### config.mk
export PLATFORM = sky130hd
export DESIGN_NAME = ysyx_24110015_exu_mc_flat
export DESIGN_NICKNAME = d
export VERILOG_FILES = /design/src/rtl/ysyx_24110015_exu_mc_if.sv /design/src/rtl/ysyx_24110015_exu_mc.sv /design/src/flat_wrapper.sv
export SDC_FILE = /design/constraint.sdc
export NUM_CORES = 2
export LEC_CHECK = 0
export ABC_AREA = 1
export BUFFER_PORTS_ARGS = -buffer_cell sky130_fd_sc_hd__buf_2
export CAP_MARGIN = 0
export CORE_MARGIN = 2
export CORE_UTILIZATION = 51
export CTS_CLUSTER_DIAMETER = 150
export CTS_CLUSTER_SIZE = 10
export DETAILED_ROUTE_END_ITERATION = 7
export GPL_TIMING_DRIVEN = 0
export PLACE_DENSITY = 0.66
export RECOVER_POWER = 100
export REMOVE_ABC_BUFFERS = 1
export SETUP_SLACK_MARGIN = 0.05
export SKIP_LAST_GASP = 1
export SLEW_MARGIN = 30
export SYNTH_ARGS = -nofsm -noshare
export SYNTH_HDL_FRONTEND = slang
export SYNTH_SLANG_ARGS = --single-unit
### constraint.sdc
create_clock -name clk -period 7.95 [get_ports clk]
set_clock_uncertainty 0.15 [all_clocks]
set_input_delay 1.59 -clock clk [delete_from_list [all_inputs] [get_ports clk]]
set_output_delay 1.59 -clock clk [all_outputs]
set_load 0.02 [all_outputs]
### src/rtl/ysyx_24110015_exu_mc_if.sv
// ysyx_24110015_exu_mc_if: operation handshake between IDU, EXU and LSU/WBU
// master: upstream/downstream side driving operations and consuming results
// slave : execute unit side
interface ysyx_24110015_exu_mc_if #(
  parameter int XLEN = 32
);
  logic            in_valid;
  logic            in_ready;
  logic [XLEN-1:0] pc;
  logic [XLEN-1:0] imm;
  logic [XLEN-1:0] data1;
  logic [XLEN-1:0] data2;
  logic [1:0]      ALUAsrc;
  logic [1:0]      ALUBsrc;
  logic            PCAsrc;
  logic            PCBsrc;
  logic [4:0]      alu_op;
  logic [2:0]      br_type;
  logic            ebreak;
  logic            flush;
  logic            out_valid;
  logic            out_ready;
  logic [XLEN-1:0] data_out;
  logic [XLEN-1:0] pc_next;
  logic            trap;
  modport master (
    output in_valid, pc, imm, data1, data2, ALUAsrc, ALUBsrc, PCAsrc, PCBsrc,
           alu_op, br_type, ebreak, flush, out_ready,
    input  in_ready, out_valid, data_out, pc_next, trap
  );
  modport slave (
    input  in_valid, pc, imm, data1, data2, ALUAsrc, ALUBsrc, PCAsrc, PCBsrc,
           alu_op, br_type, ebreak, flush, out_ready,
    output in_ready, out_valid, data_out, pc_next, trap
  );
endinterface

### src/rtl/ysyx_24110015_exu_mc.sv
// ysyx_24110015_exu_mc: multi-cycle RV32I execute unit with optional iterative M-extension
// clk   : clock, all state on posedge
// rst_n : asynchronous active-low reset
// bus   : slave side of the operation/result valid-ready interface (plus flush and trap)
module ysyx_24110015_exu_mc #(
  parameter int XLEN   = 32,
  parameter bit MDU_EN = 1'b1
) (
  input logic                   clk,
  input logic                   rst_n,
  ysyx_24110015_exu_mc_if.slave bus
);
  localparam int SHW = $clog2(XLEN);
  typedef enum logic [1:0] {IDLE, BUSY, DONE} state_e;
  state_e            state_q, state_d;
  logic [XLEN-1:0]   a, b, alu, tgt, pcn, ma, mb, fin, q, r;
  logic [XLEN-1:0]   data_q, data_d, pcn_q, a_q, mc_q;
  logic [2*XLEN-1:0] p_q, p_d, prod;
  logic [XLEN:0]     sum, sh, diff;
  logic [SHW-1:0]    cnt_q, shamt;
  logic [2:0]        mop, mop_q;
  logic              acc, is_m, sa, sb, neg_q, z_q, taken, cmp, trap_q, last;
  assign a     = bus.ALUAsrc[1] ? '0 : bus.ALUAsrc[0] ? bus.pc : bus.data1;
  assign b     = bus.ALUBsrc[1] ? (bus.ALUBsrc[0] ? '0 : XLEN'(4)) : (bus.ALUBsrc[0] ? bus.imm : bus.data2);
  assign shamt = b[SHW-1:0];
  always_comb begin
    case (bus.alu_op)
      5'd1:    alu = a - b;
      5'd2:    alu = a << shamt;
      5'd3:    alu = XLEN'($signed(a) < $signed(b));
      5'd4:    alu = XLEN'(a < b);
      5'd5:    alu = a ^ b;
      5'd6:    alu = a >> shamt;
      5'd7:    alu = $signed(a) >>> shamt;
      5'd8:    alu = a | b;
      5'd9:    alu = a & b;
      default: alu = a + b;
    endcase
    if (bus.ebreak) alu = a + b;
  end
  always_comb begin
    case (bus.br_type)
      3'b001:  cmp = bus.data1 == bus.data2;
      3'b010:  cmp = bus.data1 != bus.data2;
      3'b100:  cmp = $signed(bus.data1) < $signed(bus.data2);
      3'b101:  cmp = $signed(bus.data1) >= $signed(bus.data2);
      3'b110:  cmp = bus.data1 < bus.data2;
      3'b111:  cmp = bus.data1 >= bus.data2;
      default: cmp = 1'b0;
    endcase
  end
  assign taken = (bus.br_type == 3'b000) | cmp;
  assign tgt   = (bus.PCAsrc ? bus.data1 : bus.pc) + (bus.PCBsrc ? bus.imm : XLEN'(4));
  assign pcn   = (taken ? tgt : bus.pc + XLEN'(4)) & ~XLEN'(bus.PCAsrc);
  // M ops are run on operand magnitudes; the sign is re-applied once the iteration ends.
  // mop: 0 MUL, 1 MULH, 2 MULHSU, 3 MULHU, 4 DIV, 5 DIVU, 6 REM, 7 REMU
  assign mop  = 3'(bus.alu_op - 5'd10);
  assign is_m = MDU_EN && bus.alu_op >= 5'd10 && bus.alu_op <= 5'd17 && !bus.ebreak;
  assign sa   = (mop == 3'd1 || mop == 3'd2 || mop == 3'd4 || mop == 3'd6) && a[XLEN-1];
  assign sb   = (mop == 3'd1 || mop == 3'd4 || mop == 3'd6) && b[XLEN-1];
  assign ma   = sa ? -a : a;
  assign mb   = sb ? -b : b;
  // Shared {hi,lo} register: shift-add multiply shifts right, restoring divide shifts left.
  assign sum  = {1'b0, p_q[2*XLEN-1:XLEN]} + (p_q[0] ? {1'b0, mc_q} : '0);
  assign sh   = p_q[2*XLEN-1:XLEN-1];
  assign diff = sh - {1'b0, mc_q};
  assign p_d  = !mop_q[2] ? {sum, p_q[XLEN-1:1]}
              : diff[XLEN] ? {sh[XLEN-1:0], p_q[XLEN-2:0], 1'b0} : {diff[XLEN-1:0], p_q[XLEN-2:0], 1'b1};
  assign prod = neg_q ? -p_d : p_d;
  assign q    = p_d[XLEN-1:0];
  assign r    = p_d[2*XLEN-1:XLEN];
  assign fin  = !mop_q[2] ? (mop_q[1:0] == 2'd0 ? prod[XLEN-1:0] : prod[2*XLEN-1:XLEN])
              : z_q ? (mop_q[1] ? a_q : '1)
              : mop_q[1] ? (neg_q ? -r : r) : (neg_q ? -q : q);
  assign bus.in_ready  = state_q == IDLE;
  assign bus.out_valid = state_q == DONE;
  assign bus.data_out  = data_q;
  assign bus.pc_next   = pcn_q;
  assign bus.trap      = trap_q;
  assign acc  = bus.in_valid & bus.in_ready & ~bus.flush;
  assign last = state_q == BUSY && cnt_q == SHW'(XLEN - 1);
  assign data_d = (acc && !is_m) ? alu : last ? fin : data_q;
  always_comb begin
    state_d = state_q;
    case (state_q)
      IDLE:    if (acc) state_d = is_m ? BUSY : DONE;
      BUSY:    if (last) state_d = DONE;
      DONE:    if (bus.out_ready) state_d = IDLE;
      default: state_d = IDLE;
    endcase
    if (bus.flush) state_d = IDLE;
  end
  always_ff @(posedge clk or negedge rst_n) begin
    if (!rst_n) begin
      state_q <= IDLE;
      data_q  <= '0;
      pcn_q   <= '0;
      trap_q  <= 1'b0;
      cnt_q   <= '0;
      p_q     <= '0;
      a_q     <= '0;
      mc_q    <= '0;
      mop_q   <= '0;
      neg_q   <= 1'b0;
      z_q     <= 1'b0;
    end else begin
      state_q <= state_d;
      data_q  <= data_d;
      trap_q  <= acc & bus.ebreak;
      cnt_q   <= (state_q == BUSY && !bus.flush) ? cnt_q + SHW'(1) : '0;
      if (acc) begin
        pcn_q <= pcn;
        p_q   <= {{XLEN{1'b0}}, ma};
        a_q   <= a;
        mc_q  <= mb;
        mop_q <= mop;
        neg_q <= (mop[2] && mop[1]) ? sa : sa ^ sb;
        z_q   <= b == '0;
      end else if (state_q == BUSY) begin
        p_q <= p_d;
      end
    end
  end
endmodule

### src/flat_wrapper.sv
// flat-port wrapper written by rule: the top's interface ports become plain ports
module ysyx_24110015_exu_mc_flat 
#(
  parameter int XLEN   = 32,
  parameter bit MDU_EN = 1'b1
)
  (clk, rst_n, bus_in_valid, bus_pc, bus_imm, bus_data1, bus_data2, bus_ALUAsrc, bus_ALUBsrc, bus_PCAsrc, bus_PCBsrc, bus_alu_op, bus_br_type, bus_ebreak, bus_flush, bus_out_ready, bus_in_ready, bus_out_valid, bus_data_out, bus_pc_next, bus_trap);
  ysyx_24110015_exu_mc_if #(.XLEN(XLEN)) bus_i ();
  input logic clk;
  input logic rst_n;
  input wire logic [$bits(bus_i.in_valid)-1:0] bus_in_valid;
  input wire logic [$bits(bus_i.pc)-1:0] bus_pc;
  input wire logic [$bits(bus_i.imm)-1:0] bus_imm;
  input wire logic [$bits(bus_i.data1)-1:0] bus_data1;
  input wire logic [$bits(bus_i.data2)-1:0] bus_data2;
  input wire logic [$bits(bus_i.ALUAsrc)-1:0] bus_ALUAsrc;
  input wire logic [$bits(bus_i.ALUBsrc)-1:0] bus_ALUBsrc;
  input wire logic [$bits(bus_i.PCAsrc)-1:0] bus_PCAsrc;
  input wire logic [$bits(bus_i.PCBsrc)-1:0] bus_PCBsrc;
  input wire logic [$bits(bus_i.alu_op)-1:0] bus_alu_op;
  input wire logic [$bits(bus_i.br_type)-1:0] bus_br_type;
  input wire logic [$bits(bus_i.ebreak)-1:0] bus_ebreak;
  input wire logic [$bits(bus_i.flush)-1:0] bus_flush;
  input wire logic [$bits(bus_i.out_ready)-1:0] bus_out_ready;
  output wire logic [$bits(bus_i.in_ready)-1:0] bus_in_ready;
  output wire logic [$bits(bus_i.out_valid)-1:0] bus_out_valid;
  output wire logic [$bits(bus_i.data_out)-1:0] bus_data_out;
  output wire logic [$bits(bus_i.pc_next)-1:0] bus_pc_next;
  output wire logic [$bits(bus_i.trap)-1:0] bus_trap;
  assign bus_i.in_valid = bus_in_valid;
  assign bus_i.pc = bus_pc;
  assign bus_i.imm = bus_imm;
  assign bus_i.data1 = bus_data1;
  assign bus_i.data2 = bus_data2;
  assign bus_i.ALUAsrc = bus_ALUAsrc;
  assign bus_i.ALUBsrc = bus_ALUBsrc;
  assign bus_i.PCAsrc = bus_PCAsrc;
  assign bus_i.PCBsrc = bus_PCBsrc;
  assign bus_i.alu_op = bus_alu_op;
  assign bus_i.br_type = bus_br_type;
  assign bus_i.ebreak = bus_ebreak;
  assign bus_i.flush = bus_flush;
  assign bus_i.out_ready = bus_out_ready;
  assign bus_in_ready = bus_i.in_ready;
  assign bus_out_valid = bus_i.out_valid;
  assign bus_data_out = bus_i.data_out;
  assign bus_pc_next = bus_i.pc_next;
  assign bus_trap = bus_i.trap;
  ysyx_24110015_exu_mc #(.XLEN(XLEN), .MDU_EN(MDU_EN)) u_core (.clk(clk), .rst_n(rst_n), .bus(bus_i));
endmodule
==> results.txt <==
status - complete, but fails checks
failing checks - capacitance limit, slew limit
r2r startpoint - u_core.state_q[0]$_DFFE_PN0P_
M2 GR Usage - 69.3%
vias in the first global route - 37,300
total CTS buffers - 24
clock-pin slew on the worst setup and hold paths - 0.06 ns
CP Class - primary input to register
crit path from - bus_flush
CTS Buffer Depth - 3
DP Cell Count - 6,593
RSZ-0062 raised after global routing - false
fin crit share - 95.8%
register area share after synthesis - 15.7%
worst path required time - 8.24 ns
CTS Hold Bufs - 0
Max Clock Freq - 0.131 GHz
drt total wl - 153 mm
First-pass DRT Iterations - 6
commonest non-fill, non-tap cell in the layout - nand2_1
CTS tree - built
Critical Path Sink - u_core.p_q[6]$_DFFE_PN0P_
setup slack, reg-to-reg - 0.94 ns
synthesized instance count - 5,743
Post-DRT Antenna Nets - 0
R2R depth - 14
Worst Tran Pin Value - 3.43 ns
DR vias - 40,400
max_cap viols - 6
hold path start - u_core.bus.pc_next[21]$_DFFE_PN0P_
hold depth - 2
DIE AREA - 66,300 µm²
# setup viols final - 0
worst r2r dst - u_core.p_q[18]$_DFFE_PN0P_
WP data arrival - 7.91 ns
Netlist Area Pre-Place - 32,800 µm²
post-synthesis register bit count - 205
asr flop ratio synth - 100%
Slew Limit Fails - 302
Num Clock Sinks - 205
peak supply drop - 0.191 mV
Synth Area in Adders - 9.20%
Row Count - 92
Worst setup SP type - primary input
clock root buffer master - clkbuf_16
HPWL Detailed - 123 mm
critical-path maximum fanout - 72
# DRC - 0
global placer's final weighted congestion - 1.06
final design utilization - 55.7%
Initial Util - 51.8%
core area - 63,300 µm²
Layout Cells excl Fill - 6,629
fin area - 35,300 µm²
Synth Area in XOR/XNOR - 3.82%
top_reg_cell synth - dfrtp_1
EDFF count, synth - 0
Hold WC Path Type - register to register
dpl cell area - 34,800 µm²
Die H - 257 µm
Power, Total - 10.3 mW
Clock H-tree levels - 1
Worst slew margin - -128%
clock period minus final worst setup slack - 7.62 ns
final net count - 6,159
clk_lat worst skew - 0.58 ns
vias per cell - 6.10
largest family of logic cells by synthesized area - simple AND/OR/NAND/NOR gates
simple-gate share of the synthesized area - 38.1%
Leak Pwr - 18.2 nW
Synth Area in Compound Gates - 21.2%
syn_area_per_cell - 5.71 µm²
mux share of post-synthesis cell area - 0.279%
Port-buffer cells - 214
layout cells sized above 1 - 7.17%
most frequent cells in the layout - 1,568 x nand2_1, 709 x inv_1, 585 x nor2_1, 525 x o21ai_0, 388 x nand3_1
initial antenna violation count - 8
Pwr per Cell Area - 291 nW/µm²
maximum number of pins on one net before global-route repair - 79
Filler cells - 6,813
Worst Setup Slack, final - 0.330 ns
YS warnings - 0
CP Capture Type - register
met3 usage - 8.46%
grt total ovfl - 0
Tot GR Track Use - 44.7%
Area Growth Syn to Fin - 7.62%
drt wl/cell - 23.0 µm
distinct cell type count after synthesis - 75
met1 Usage GRT - 55.8%
die width - 257 µm
IO Pins - 215
grt peak-use layer - met2
final hold violation count - 0
Setup WS pre-CTS - -0.0516 ns
Iter 0 DRT Violations - 5,089
first-pass GRT wire length - 227 mm
==> Yosys cell counts (18+ instances only) <==
master / n / area share [%]
xor2_1: 115 / 3.1
o211ai_1: 27 / 0.62
o21ai_1: 23 / 0.35
nand2_2: 32 / 0.61
o22ai_1: 50 / 0.95
buf_2: 38 / 0.58
nor2_2: 20 / 0.38
nor4_1: 22 / 0.42
o21a_1: 18 / 0.41
nand4_1: 84 / 1.6
nand3_1: 389 / 5.9
nor3_1: 93 / 1.4
or2_2: 40 / 0.76
a21oi_1: 385 / 5.9
ha_1: 233 / 8.9
o21ai_0: 519 / 7.9
dfrtp_1: 205 / 16
buf_1: 28 / 0.32
o21bai_1: 19 / 0.44
xnor2_1: 28 / 0.75
clkbuf_1: 175 / 2.0
inv_1: 717 / 8.2
nor2_1: 594 / 6.8
nand2_1: 1568 / 18
a31oi_1: 64 / 1.2
nand3b_1: 19 / 0.44
==> flip-flops by register name, indices dropped and copies added (netlist names) <==
signal	count
u_core.a_q	32
u_core.bus.data_out	32
u_core.neg_q	1
u_core.cnt_q	5
u_core.mc_q	32
u_core.z_q	1
u_core.bus.trap	1
u_core.p_q	64
u_core.bus.pc_next	32
u_core.state_q	2
u_core.mop_q	3
==> how the worst min path moves through the flow <==
| stage | endpoint | slack (ns) |
|---|---|---|
| 2_1_floorplan | u_core.cnt_q[0]$_DFF_PN0_ | 0.28 |
| 3_3_place_gp | u_core.cnt_q[0]$_DFF_PN0_ | 0.30 |
| 3_5_place_dp | u_core.bus.pc_next[18]$_DFFE_PN0P_ | 0.31 |
| 4_1_cts | u_core.bus.data_out[30]$_DFFE_PN0P_ | 0.33 |
| 5_1_grt | u_core.cnt_q[0]$_DFF_PN0_ | 0.35 |
| 6_report | u_core.bus.pc_next[21]$_DFFE_PN0P_ | 0.33 |
==> logic make-up after synthesis <==
| kind of cell | after synthesis |
|---|---|
| AO/OA/AOI/OAI | 1234 |
| AND/OR/NAND/NOR | 2921 |
| XOR/XNOR | 143 |
| multiplexers | 9 |
| flip-flops | 205 |
| adder cells (fa/ha/maj) | 238 |
| buffers and inverters | 993 |
==> what timing repair did <==
action,in CTS,in global routing
setup buffers,0,0
gates resized for setup,0,1
setup endpoints to repair,0,6
==> report_power, final <==
part / switching (mW) / leakage [nW] / internal [mW] / total (mW)
Clock: 0.491 / 0.317 / 0.548 / 1.04
Combinational: 5.23 / 15.4 / 2.16 / 7.39
Sequential: 0.429 / 2.54 / 1.39 / 1.82
==> cell type report <==
type	instances	area, µm²	area share [%]
Timing Repair Buffer	252	1620	4.60
Multi-Input combinational cell	4545	24000	68.0
Clock buffer	28	626	1.77
Tap cell	846	1060	3.00
Antenna cell	6	15.0	0.0426
Sequential cell	205	5140	14.6
Inverter	745	2810	7.97
Clock inverter	2	21.3	0.0603
==> metal layers <==
layer	wire length, µm	part of all wire [%]
met1	59500	39
met2	64900	42
met3	15400	10
met4	12800	8.4
met5	26	0.017
==> worst max-delay path, cell delays in order <==
cell and delay [ns]:
clkbuf_1 0.13, inv_1 0.06, nand3_1 0.81, clkbuf_1 1.30
buf_12 0.35, buf_12 0.29, inv_6 0.16, clkbuf_2 0.91
nor2_4 0.75, buf_16 0.24, inv_1 0.30, clkbuf_4 0.44
o21ai_0 0.29, inv_1 0.06
==> per-stage QoR <==
| stage | hold slack, ns | setup TNS, ns |
|---|---|---|
| floorplan | 0.283 | -60.29 |
| global placement | 0.304 | -844.34 |
| detailed placement | 0.310 | -0.0516 |
| CTS | 0.328 | 0 |
| global route | 0.354 | 0 |
| finish | 0.329 | 0 |
No activity file was read; power rests on OpenSTA's default activity.
